$ cat src/rtl/uart_tx_fifo.sv
// -----------------------------------------------------------------------------
// uart_tx_fifo
//
// Byte FIFO plus issue sequencer that sits in front of a UART transmitter.
// System-side producers push bytes with a single-cycle strobe. The sequencer
// hands them to the transmitter one at a time using its write-strobe / busy
// handshake.
//
// Ports
//   i_clk       system clock, all logic on the rising edge
//   i_rst_n     asynchronous active-low reset
//   i_wr        push strobe, one byte per cycle while high
//   i_data      byte to push, sampled when i_wr=1
//   o_full      count == DEPTH
//   o_empty     count == 0
//   o_count     number of bytes currently stored (AW+1 bits)
//   o_overflow  one-cycle pulse after a push was dropped because the FIFO was full
//   i_tx_busy   transmitter busy flag, rises the cycle after it accepts a write
//   o_tx_wr     registered one-cycle write strobe to the transmitter
//   o_tx_data   registered byte to the transmitter, held after the strobe
// -----------------------------------------------------------------------------
module uart_tx_fifo #(
  parameter int DEPTH     = 16,
  parameter int AW        = $clog2(DEPTH),
  parameter int BUSY_WAIT = 3
) (
  input  logic          i_clk,
  input  logic          i_rst_n,
  input  logic          i_wr,
  input  logic [7:0]    i_data,
  output logic          o_full,
  output logic          o_empty,
  output logic [AW:0]   o_count,
  output logic          o_overflow,
  input  logic          i_tx_busy,
  output logic          o_tx_wr,
  output logic [7:0]    o_tx_data
);

  // Wait counter only needs to reach BUSY_WAIT.
  localparam int WW = (BUSY_WAIT < 2) ? 1 : $clog2(BUSY_WAIT + 1);

  localparam logic [AW:0]   FULL_COUNT = (AW + 1)'(DEPTH);
  localparam logic [WW-1:0] WAIT_LIMIT = WW'(BUSY_WAIT);

  typedef enum logic [1:0] {
    IDLE      = 2'd0,
    WAIT_BUSY = 2'd1,
    WAIT_DONE = 2'd2
  } state_t;

  state_t          state_reg;
  state_t          state_next;
  logic [WW-1:0]   wait_cnt_reg;
  logic [WW-1:0]   wait_cnt_next;

  logic [7:0]      mem [DEPTH];
  logic [AW-1:0]   rd_ptr_reg;
  logic [AW-1:0]   wr_ptr_reg;
  logic [AW:0]     count_reg;

  logic            tx_wr_reg;
  logic [7:0]      tx_data_reg;
  logic            overflow_reg;

  logic            is_full;
  logic            push;
  logic            pop;

  // Fullness is judged on the count before the edge, so a push that lands on
  // the same edge as a pop from a full FIFO is still dropped.
  assign is_full = (count_reg == FULL_COUNT);
  assign push    = i_wr && !is_full;

  // ---------------------------------------------------------------------------
  // Issue sequencer: next-state and pop decision
  // ---------------------------------------------------------------------------
  always_comb begin
    state_next    = state_reg;
    wait_cnt_next = wait_cnt_reg;
    pop           = 1'b0;

    case (state_reg)
      IDLE: begin
        if ((count_reg != '0) && !i_tx_busy) begin
          pop           = 1'b1;
          state_next    = WAIT_BUSY;
          wait_cnt_next = '0;
        end
      end

      WAIT_BUSY: begin
        if (i_tx_busy) begin
          state_next = WAIT_DONE;
        end else begin
          // A transmitter that never acknowledges is given up on; the byte
          // counts as sent and is not retried.
          wait_cnt_next = wait_cnt_reg + WW'(1);
          if (wait_cnt_next == WAIT_LIMIT) begin
            state_next = IDLE;
          end
        end
      end

      WAIT_DONE: begin
        if (!i_tx_busy) begin
          state_next = IDLE;
        end
      end

      default: begin
        state_next = IDLE;
      end
    endcase
  end

  // ---------------------------------------------------------------------------
  // State, pointers, count and registered outputs
  // ---------------------------------------------------------------------------
  always_ff @(posedge i_clk or negedge i_rst_n) begin
    if (!i_rst_n) begin
      state_reg    <= IDLE;
      wait_cnt_reg <= '0;
      rd_ptr_reg   <= '0;
      wr_ptr_reg   <= '0;
      count_reg    <= '0;
      tx_wr_reg    <= 1'b0;
      tx_data_reg  <= 8'h00;
      overflow_reg <= 1'b0;
    end else begin
      state_reg    <= state_next;
      wait_cnt_reg <= wait_cnt_next;
      tx_wr_reg    <= pop;
      overflow_reg <= i_wr && is_full;

      if (push) begin
        wr_ptr_reg <= wr_ptr_reg + AW'(1);
      end

      // Registered read of the head entry straight into the output byte.
      if (pop) begin
        rd_ptr_reg  <= rd_ptr_reg + AW'(1);
        tx_data_reg <= mem[rd_ptr_reg];
      end

      case ({push, pop})
        2'b10:   count_reg <= count_reg + (AW + 1)'(1);
        2'b01:   count_reg <= count_reg - (AW + 1)'(1);
        default: count_reg <= count_reg;
      endcase
    end
  end

  // Storage array carries no reset so it maps onto block/distributed RAM.
  always_ff @(posedge i_clk) begin
    if (push) begin
      mem[wr_ptr_reg] <= i_data;
    end
  end

  assign o_full     = is_full;
  assign o_empty    = (count_reg == '0);
  assign o_count    = count_reg;
  assign o_overflow = overflow_reg;
  assign o_tx_wr    = tx_wr_reg;
  assign o_tx_data  = tx_data_reg;

endmodule

$ cat config.mk
export PLATFORM = sky130hd
export DESIGN_NAME = uart_tx_fifo
export DESIGN_NICKNAME = d
export VERILOG_FILES = /design/src/rtl/uart_tx_fifo.sv
export SDC_FILE = /design/constraint.sdc
export NUM_CORES = 1
export LEC_CHECK = 0
export CAP_MARGIN = 20
export CORE_UTILIZATION = 52
export CTS_CLUSTER_SIZE = 12
export DETAILED_ROUTE_END_ITERATION = 7
export PLACE_DENSITY = 0.79
export SYNTH_ARGS = -nofsm -noshare
export SYNTH_HDL_FRONTEND = slang
export SYNTH_SLANG_ARGS = --single-unit
$ cat constraint.sdc
create_clock -name i_clk -period 4.5 [get_ports i_clk]
set_clock_uncertainty 0.05 [all_clocks]
set_input_delay 0.675 -clock i_clk [delete_from_list [all_inputs] [get_ports i_clk]]
set_output_delay 0.675 -clock i_clk [all_outputs]
set_load 0.03 [all_outputs]
==> flow_summary.toml, run 1 <==
[status]
status = "finished, violations left"
violations = "design-rule violations"

[place]
dpl_cell_area_um2 = 6700
dp.cells = 503
place_congestion = 0.743
dp_hpwl_um = 7030
io_buffers = 28

[logic_synthesis]
synth.distinct_cells = 35
synthFlopType = "edfxtp_1"
synth_nets = 366
async_flop_share = 0.174
ys_seq_area_frac = 0.716
postSynthAreaPerCell_um2 = 18.4
synth_area_um2 = 6320
synth-edff-count = 128
synth_seq_cells = 155
yosys_warnings = 0
synth_cells = 343

[global_route]
top_usage_layer = "met2"
grt_pass1_wl_um = 18100
antenna_found_initial = 0
grtUsageMet1 = 0.266
grt_overflow = 0
grt_use_met3 = 0.0448
grt_max_degree = 36
grt_use_met2 = 0.328
grt_pass1_vias = 3156
grt_use_total = 0.201

[die]
die-area_um2 = 12600
start_util = 0.544
die_x_um = 112
io_pins = 29
coreArea_um2 = 11600
die_y_um = 112
rows = 39

[route]
viasPerCell = 5.77
drtPass1Iterations = 7
wirelength_um = 11500
vias = 3093
route.detailed.drc = 5
drtIter0Drc = 205
wl_per_cell_um = 21.4
ant_nets = 0

[critical_path]
cp_num_cells = 12
r2r_setup_slack_ns = 1.37
required_ns = 4.75
crit_type = "flip-flop to flip-flop"
startpoint = "o_count[0]"
crit_slowest_cell = "or3b_2"
cp-end-kind = "flip-flop"
path_buf_inv = 2
critPathLaunchType = "flip-flop"
timing.rr.start = "o_count[0]"
critPathMaxStageDelay_ns = 0.45
critPathCapture = "o_count[4]"
ff2ff_path_depth = 12
crit_fanout = 19
reg2reg_to = "o_count[4]"
path_cells = "nor4_2 -> nand2b_1 -> nand3b_1 -> buf_4 -> inv_2 -> ha_1 -> ha_1 -> nor2b_1 -> o21ai_0 -> a21oi_1 -> or3b_2 -> xnor2_1"
critPathMostFrequentCell = "ha_1"
critPathArrivalTime_ns = 3.38
cp_top_family = "simple AND/OR/NAND/NOR gates"

[sta]
fin_crit_ns = 3.13
slew_viol_final = 0
hold_violations = 0
finalSetupViolCount = 0
period_share = 0.697
rsz0062_at_grt = "no"
hold_slack_ns = 0.432
tns_ns = 0
fmax_mhz = 319
max_slew_margin = 0.353
max_slew.worst_pin.slew_ns = 0.967

[cells_and_area]
final_cell_mix = "edfxtp_1 (128), nand2_1 (32), clkdlybuf4s50_1 (28), dfrtp_1 (26)"
seqCellArea_um2 = 4520
regMostFlops = "mem"
fin_cells = 536
fillers = 804
fin_nets = 403
largest_reg_flops = 128
syn2layout_area_growth_pct = 15.6
multiInputGateArea_um2 = 1630
drive_gt1_frac = 0.165
final_common_cell = "edfxtp_1"
fin_area_um2 = 7300
antennaDiodeCount = 0

[power_and_ir_drop]
p_per_area_nw_per_um2 = 655
ir_worst_vdd_mv = 0.273
p_leak_uw = 0.00260

[clocking]
cts-root-buf = "clkbuf_16"
clk_path_buf_depth = 2
ctsResizeCount = 0
cts_max_level = 4
clkSinkCount = 155
cts_setup_buffers = 0
hold_buffers = 0
cts_tree = "built"
clk_latency_ns = 0.42
clkTransAtPathRegs_ns = 0.06
cts_buffers = 17

[worst_hold_path]
min_path_type = "flip-flop to flip-flop"

[run]
maxCapViolations = 0
==> how the worst min path moves through the flow <==
stage,end,from,cells past startpoint,slack (ns)
2_1_floorplan,o_count[0],i_rst_n,0,0.33
3_3_place_gp,o_tx_data[2],o_tx_data[2],2,0.42
3_5_place_dp,wait_cnt_reg[0],wait_cnt_reg[0],1,0.43
4_1_cts,wait_cnt_reg[0],wait_cnt_reg[0],1,0.44
5_1_grt,wait_cnt_reg[0],wait_cnt_reg[0],1,0.45
6_report,wait_cnt_reg[0],wait_cnt_reg[0],1,0.43
==> stage by stage <==
step                      setup slack (ns)  utilization  total power, uW
after global routing                  1.07        0.629             5010
after floorplan                       1.44            -             3020
after CTS                             1.36        0.627             4800
after detailed placement              1.01        0.577             3400
after global placement                1.10        0.577             3340
final                                 1.37        0.629             4780
==> kinds of logic (layout without fill, tap and decap cells) <==
| family | count (synthesis) | count (layout) | synth area share |
|---|---|---|---|
| adder cells (fa/ha/maj) | 11 | 11 | 0.0230 |
| buffers and inverters | 28 | 78 | 0.0275 |
| flip-flops | 155 | 155 | 0.716 |
| AO/OA/AOI/OAI | 27 | 27 | 0.0218 |
| XOR/XNOR | 11 | 11 | 0.0153 |
| AND/OR/NAND/NOR | 62 | 62 | 0.0442 |
| multiplexers | 49 | 49 | 0.153 |
==> power breakdown <==
part	internal, uW	switching [uW]
sequential	1790	205
combinational	662	721
clock	865	539
==> cell usage after synthesis (all sizes together) (2+ instances only) <==
| master | instances | area share |
|---|---|---|
| edfxtp | 128 | 0.61 |
| mux4 | 32 | 0.12 |
| nand2 | 32 | 0.019 |
| dfrtp | 27 | 0.11 |
| o21ai | 23 | 0.018 |
| buf | 13 | 0.019 |
| nor2 | 13 | 0.0077 |
| inv | 11 | 0.0065 |
| ha | 10 | 0.020 |
| mux2i | 9 | 0.014 |
| mux2 | 8 | 0.014 |
| xnor2 | 8 | 0.011 |
| clkbuf | 4 | 0.0024 |
| nor3 | 4 | 0.0032 |
| a21oi | 3 | 0.0024 |
| nand2b | 3 | 0.0030 |
| xor2 | 3 | 0.0042 |
| and2 | 2 | 0.0020 |
| nand4 | 2 | 0.0020 |
==> layer usage <==
layer  up-vias  share of wire  wire, um
met1      1592           0.42      4840
met3         9          0.045       520
met5         -              0         0
met2        85           0.52      5980
met4         0          0.010       119
li1       1407              -         -
==> worst register-to-register path, stage by stage (launching register included) <==
cell	delay, ns
dfrtp_1	0.44
nor4_2	0.37
nand2b_1	0.14
nand3b_1	0.11
buf_4	0.23
inv_2	0.09
ha_1	0.24
ha_1	0.33
nor2b_1	0.14
o21ai_0	0.20
a21oi_1	0.10
or3b_2	0.45
xnor2_1	0.13
==> cell type report <==
cell class              count  area share
clock inverters            13      0.0207
repair buffers             35      0.0473
clock buffers              19      0.0593
well taps                 143      0.0245
flip-flops and latches    155       0.619
inverters                  11     0.00565
multi-input cells         160       0.224
Note: power is estimated with default switching activity, not from simulation.
==> inputs of run 2 (changes only) <==
--- a/config.mk
+++ b/config.mk
@@ -9,7 +9,7 @@
 export CORE_UTILIZATION = 52
 export CTS_CLUSTER_SIZE = 12
 export DETAILED_ROUTE_END_ITERATION = 7
-export PLACE_DENSITY = 0.79
+export PLACE_DENSITY = 0.82
 export SYNTH_ARGS = -nofsm -noshare
 export SYNTH_HDL_FRONTEND = slang
 export SYNTH_SLANG_ARGS = --single-unit
==> constraint.sdc (replaced) <==
create_clock -name i_clk -period 2.85 [get_ports i_clk]
set_clock_uncertainty 0.05 [all_clocks]
set_input_delay 0.4275 -clock i_clk [delete_from_list [all_inputs] [get_ports i_clk]]
set_output_delay 0.4275 -clock i_clk [all_outputs]
set_load 0.03 [all_outputs]
==> flow_summary.toml, run 2 (synthesis gave the netlist of run 1 again) <==
[clocking]
clkSinkCount = 155
clk_path_buf_depth = 2
cts_max_level = 4
cts-root-buf = "clkbuf_16"
cts_buffers = 17
cts_tree = "built"
clk_latency_ns = 0.42
hold_buffers = 0
clkTransAtPathRegs_ns = 0.07

[die]
coreArea_um2 = 11600
die-area_um2 = 12600
die_x_um = 112
io_pins = 29
rows = 39
start_util = 0.544
die_y_um = 112

[critical_path]
required_ns = 3.10
ff2ff_path_depth = 12
critPathLaunchType = "flip-flop"
reg2reg_to = "o_count[4]"
startpoint = "o_count[1]"
timing.rr.start = "o_count[1]"
critPathCapture = "o_count[4]"
critPathArrivalTime_ns = 2.91
r2r_setup_slack_ns = 0.19
crit_fanout = 3
cp-end-kind = "flip-flop"
crit_type = "flip-flop to flip-flop"

[run]
maxCapViolations = 0

[global_route]
antenna_found_initial = 0
grt_overflow = 0
grt_pass1_vias = 3405
grt_use_total = 0.208
grt_pass1_wl_um = 18800
grt_max_degree = 28

[sta]
hold_slack_ns = 0.348
fmax_mhz = 376
worst_slack_ns = 0.189
period_share = 0.934
max_slew.worst_pin.slew_ns = 0.758
slew_viol_final = 0
tns_ns = 0
rsz0062_at_grt = "no"
fin_crit_ns = 2.66
hold_violations = 0
finalSetupViolCount = 0
max_slew_margin = 0.495

[place]
io_buffers = 28
preCtsSetupSlack_ns = -0.0172
dpl_cell_area_um2 = 6880
dp_hpwl_um = 7390
place_congestion = 0.804

[cells_and_area]
fin_area_um2 = 7470
fillers = 790
final_common_cell = "edfxtp_1"
syn2layout_area_growth_pct = 18.2
largest_reg_flops = 128
final_cell_mix = "edfxtp_1 (128), nand2_1 (32), buf_4 (29), clkdlybuf4s50_1 (28), dfrtp_1 (23)"
regMostFlops = "mem"
seqCellArea_um2 = 4520
drive_gt1_frac = 0.226
multiInputGateArea_um2 = 1650
antennaDiodeCount = 0
utilization = 0.643
fin_nets = 426

[power_and_ir_drop]
p_per_area_nw_per_um2 = 1020
ir_worst_vdd_mv = 0.534
p_leak_uw = 0.00271

[route]
drtPass1Iterations = 6
ant_nets = 0
route.detailed.drc = 4
drtIter0Drc = 345
wl_per_cell_um = 21.3
viasPerCell = 5.96
wirelength_um = 11900
vias = 3330

[worst_hold_path]
min_path_type = "input pin to asynchronous set/reset pin"

[status]
status = "finished, violations left"
violations = "design-rule violations"
run 2: layout make-up:
class / instances / share of cell area
flip-flops and latches: 155 / 0.606
clock inverters: 14 / 0.0168
repair buffers: 58 / 0.0694
well taps: 143 / 0.0240
inverters: 11 / 0.00553
clock buffers: 18 / 0.0575
multi-input cells: 160 / 0.221
run 2: worst min-delay path by stage:
stage / endpoint / from / slack [ns]
global route: o_count[1] / i_rst_n / 0.37
finish: o_tx_data[6] / i_rst_n / 0.35
detailed placement: o_tx_data[7] / o_tx_data[7] / 0.43
floorplan: o_count[0] / i_rst_n / 0.08
CTS: o_count[3] / i_rst_n / 0.35
global placement: o_tx_data[7] / o_tx_data[7] / 0.42
run 2: routing by layer:
metal	GRT usage	wire length (um)	up-vias
li1	-	-	1460
met1	0.269	4860	1698
met2	0.337	6090	147
met3	0.0502	678	25
met4	0.0969	255	0
met5	0	0	-
run 2: metrics by stage:
step | cells | total power [uW]
2_1_floorplan | 343 | 4800
3_3_place_gp | 525 | 5390
3_5_place_dp | 525 | 5500
4_1_cts | 557 | 7610
5_1_grt | 559 | 7950
6_report | 559 | 7600
run 2: where the power goes:
group	leakage, uW	internal [uW]	total, uW	switching [uW]
Combinational	0.000949	1160	2360	1200
Sequential	0.00148	2830	3130	304
Clock	0.000273	1150	2110	958
Total	0.00271	5140	7600	2460
run 2: worst max-delay path, stage by stage (launching register included):
cell,delay (ns)
dfrtp_2,0.43
nor4_4,0.35
nand2_1,0.12
and2_1,0.19
inv_1,0.09
ha_4,0.16
inv_2,0.05
fa_2,0.33
nor2b_1,0.12
o21ai_1,0.08
nand3_1,0.08
or3b_4,0.38
xnor2_1,0.13
run 2: timing repair:
action / 4_1_cts / 5_1_grt
endpoints found under the setup margin: 0 / 1
setup buffers: 0 / 2
gates resized for setup: 0 / 2
==> inputs of run 3 (changes only) <==
--- a/config.mk
+++ b/config.mk
@@ -6,6 +6,7 @@
 export NUM_CORES = 1
 export LEC_CHECK = 0
 export CAP_MARGIN = 20
+export CORE_MARGIN = 2
 export CORE_UTILIZATION = 52
 export CTS_CLUSTER_SIZE = 12
 export DETAILED_ROUTE_END_ITERATION = 7
==> flow_summary.toml, run 3 (synthesis gave the netlist of run 1 again) <==
[status]
status = "finished clean"

[route]
vias = 3174
viasPerCell = 5.65
drtIter0Drc = 262
ant_nets = 0
route.detailed.drc = 0
wirelength_um = 11900
wl_per_cell_um = 21.2
drtPass1Iterations = 4

[clocking]
clk_path_buf_depth = 2
cts_buffers = 17
clkTransAtPathRegs_ns = 0.06
cts-root-buf = "clkbuf_16"
clk_latency_ns = 0.42
cts_tree = "built"
clkSinkCount = 155
cts_max_level = 4

[die]
coreArea_um2 = 11900
die_y_um = 114
io_pins = 29
rows = 40
die-area_um2 = 13000
start_util = 0.530
die_x_um = 114

[critical_path]
ff2ff_path_depth = 12
reg2reg_to = "o_count[4]"
crit_fanout = 4
critPathArrivalTime_ns = 2.96
timing.rr.start = "o_count[2]"
required_ns = 3.10
r2r_setup_slack_ns = 0.14
cp-end-kind = "flip-flop"
crit_type = "flip-flop to flip-flop"
critPathLaunchType = "flip-flop"

[place]
dpl_cell_area_um2 = 6870
dp_hpwl_um = 7440
dp.cells = 526
io_buffers = 28
place_congestion = 0.804

[cells_and_area]
fillers = 796
fin_cells = 562
antennaDiodeCount = 0
final_cell_mix = "edfxtp_1 (128), nand2_1 (32), clkdlybuf4s50_1 (28), buf_4 (28), dfrtp_1 (23)"
syn2layout_area_growth_pct = 18.3
regMostFlops = "mem"
fin_nets = 425
largest_reg_flops = 128
final_common_cell = "edfxtp_1"
drive_gt1_frac = 0.224
fin_area_um2 = 7470
utilization = 0.627

[sta]
hold_violations = 0
period_share = 0.951
slew_viol_final = 0
fin_crit_ns = 2.71
finalSetupViolCount = 0
max_slew_margin = 0.425
fmax_mhz = 369
max_slew.worst_pin.slew_ns = 0.863
hold_slack_ns = 0.337

[power_and_ir_drop]
finalPower_uw = 7600
ir_worst_vdd_mv = 0.522
share_comb_of_total_power = 0.311
net-switching-power_uw = 2410
seqPwrFrac = 0.415
switching_share = 0.317
p_leak_uw = 0.00268
p_per_area_nw_per_um2 = 1020
p_clk_frac = 0.274
p_int_uw = 5200

[global_route]
grt_pass1_wl_um = 18200
grt_use_met2 = 0.334
grt_pass1_vias = 3350
grt_overflow = 0
grt_max_degree = 28
grt_use_met3 = 0.0455
grt_use_total = 0.195
antenna_found_initial = 0
top_usage_layer = "met2"
grtUsageMet1 = 0.239

[run]
maxCapViolations = 0

[worst_hold_path]
min_path_type = "input pin to asynchronous set/reset pin"
[run 3: worst max-delay path: stages, from the launching register on]
cell	delay (ns)
dfrtp_2	0.42
nor4_4	0.32
nand2_1	0.11
and2_4	0.18
inv_2	0.06
ha_4	0.16
inv_2	0.06
fa_2	0.36
nor2b_1	0.12
o21ai_1	0.09
nand3_1	0.08
or3b_2	0.45
xnor2_1	0.14
[run 3: final cells by class]
class | instances | area, um^2 | share of cell area
repair buffers | 57 | 510 | 0.0683
clock buffers | 19 | 433 | 0.0579
well taps | 147 | 184 | 0.0246
clock inverters | 13 | 116 | 0.0156
inverters | 11 | 41.3 | 0.00553
flip-flops and latches | 155 | 4520 | 0.606
multi-input cells | 160 | 1660 | 0.222
[run 3: per-stage QoR]
step                setup slack, ns  setup TNS (ns)
finish                        0.139               0
floorplan                   0.00613               0
CTS                          0.0714               0
detailed placement          -0.0292         -0.0292
global placement             0.0284               0
global route              -0.000174       -0.000174
[run 3: worst max-delay path by stage]
| stage | from | end |
|---|---|---|
| 6_report | o_count[2] | o_count[4] |
| 5_1_grt | o_count[2] | o_count[4] |
| 4_1_cts | o_count[2] | o_count[4] |
| 3_5_place_dp | i_tx_busy | o_count[4] |
| 3_3_place_gp | i_tx_busy | o_count[4] |
| 2_1_floorplan | o_count[2] | o_count[4] |
[run 3: layer usage]
layer	wire length, um	up-vias	part of all wire
met3	419	20	0.035
li1	-	1443	-
met1	4880	1620	0.41
met5	0	-	0
met2	6340	91	0.53
met4	275	0	0.023
[run 3: power by group through the flow]
| stage | sequential, uW | clock [uW] | combinational, uW |
|---|---|---|---|
| 2_1_floorplan | 3200 | 0 | 1600 |
| 3_3_place_gp | 3170 | 0 | 2200 |
| 3_5_place_dp | 3200 | 0 | 2270 |
| 4_1_cts | 3160 | 2110 | 2310 |
| 5_1_grt | 3200 | 2180 | 2550 |
| 6_report | 3160 | 2080 | 2370 |
[run 3: timing repair]
| item | in CTS | in global routing |
|---|---|---|
| resized for setup | 0 | 4 |
| setup endpoints to repair | 0 | 1 |
| buffers inserted | 0 | 4 |
| hold buffers | 0 | 0 |
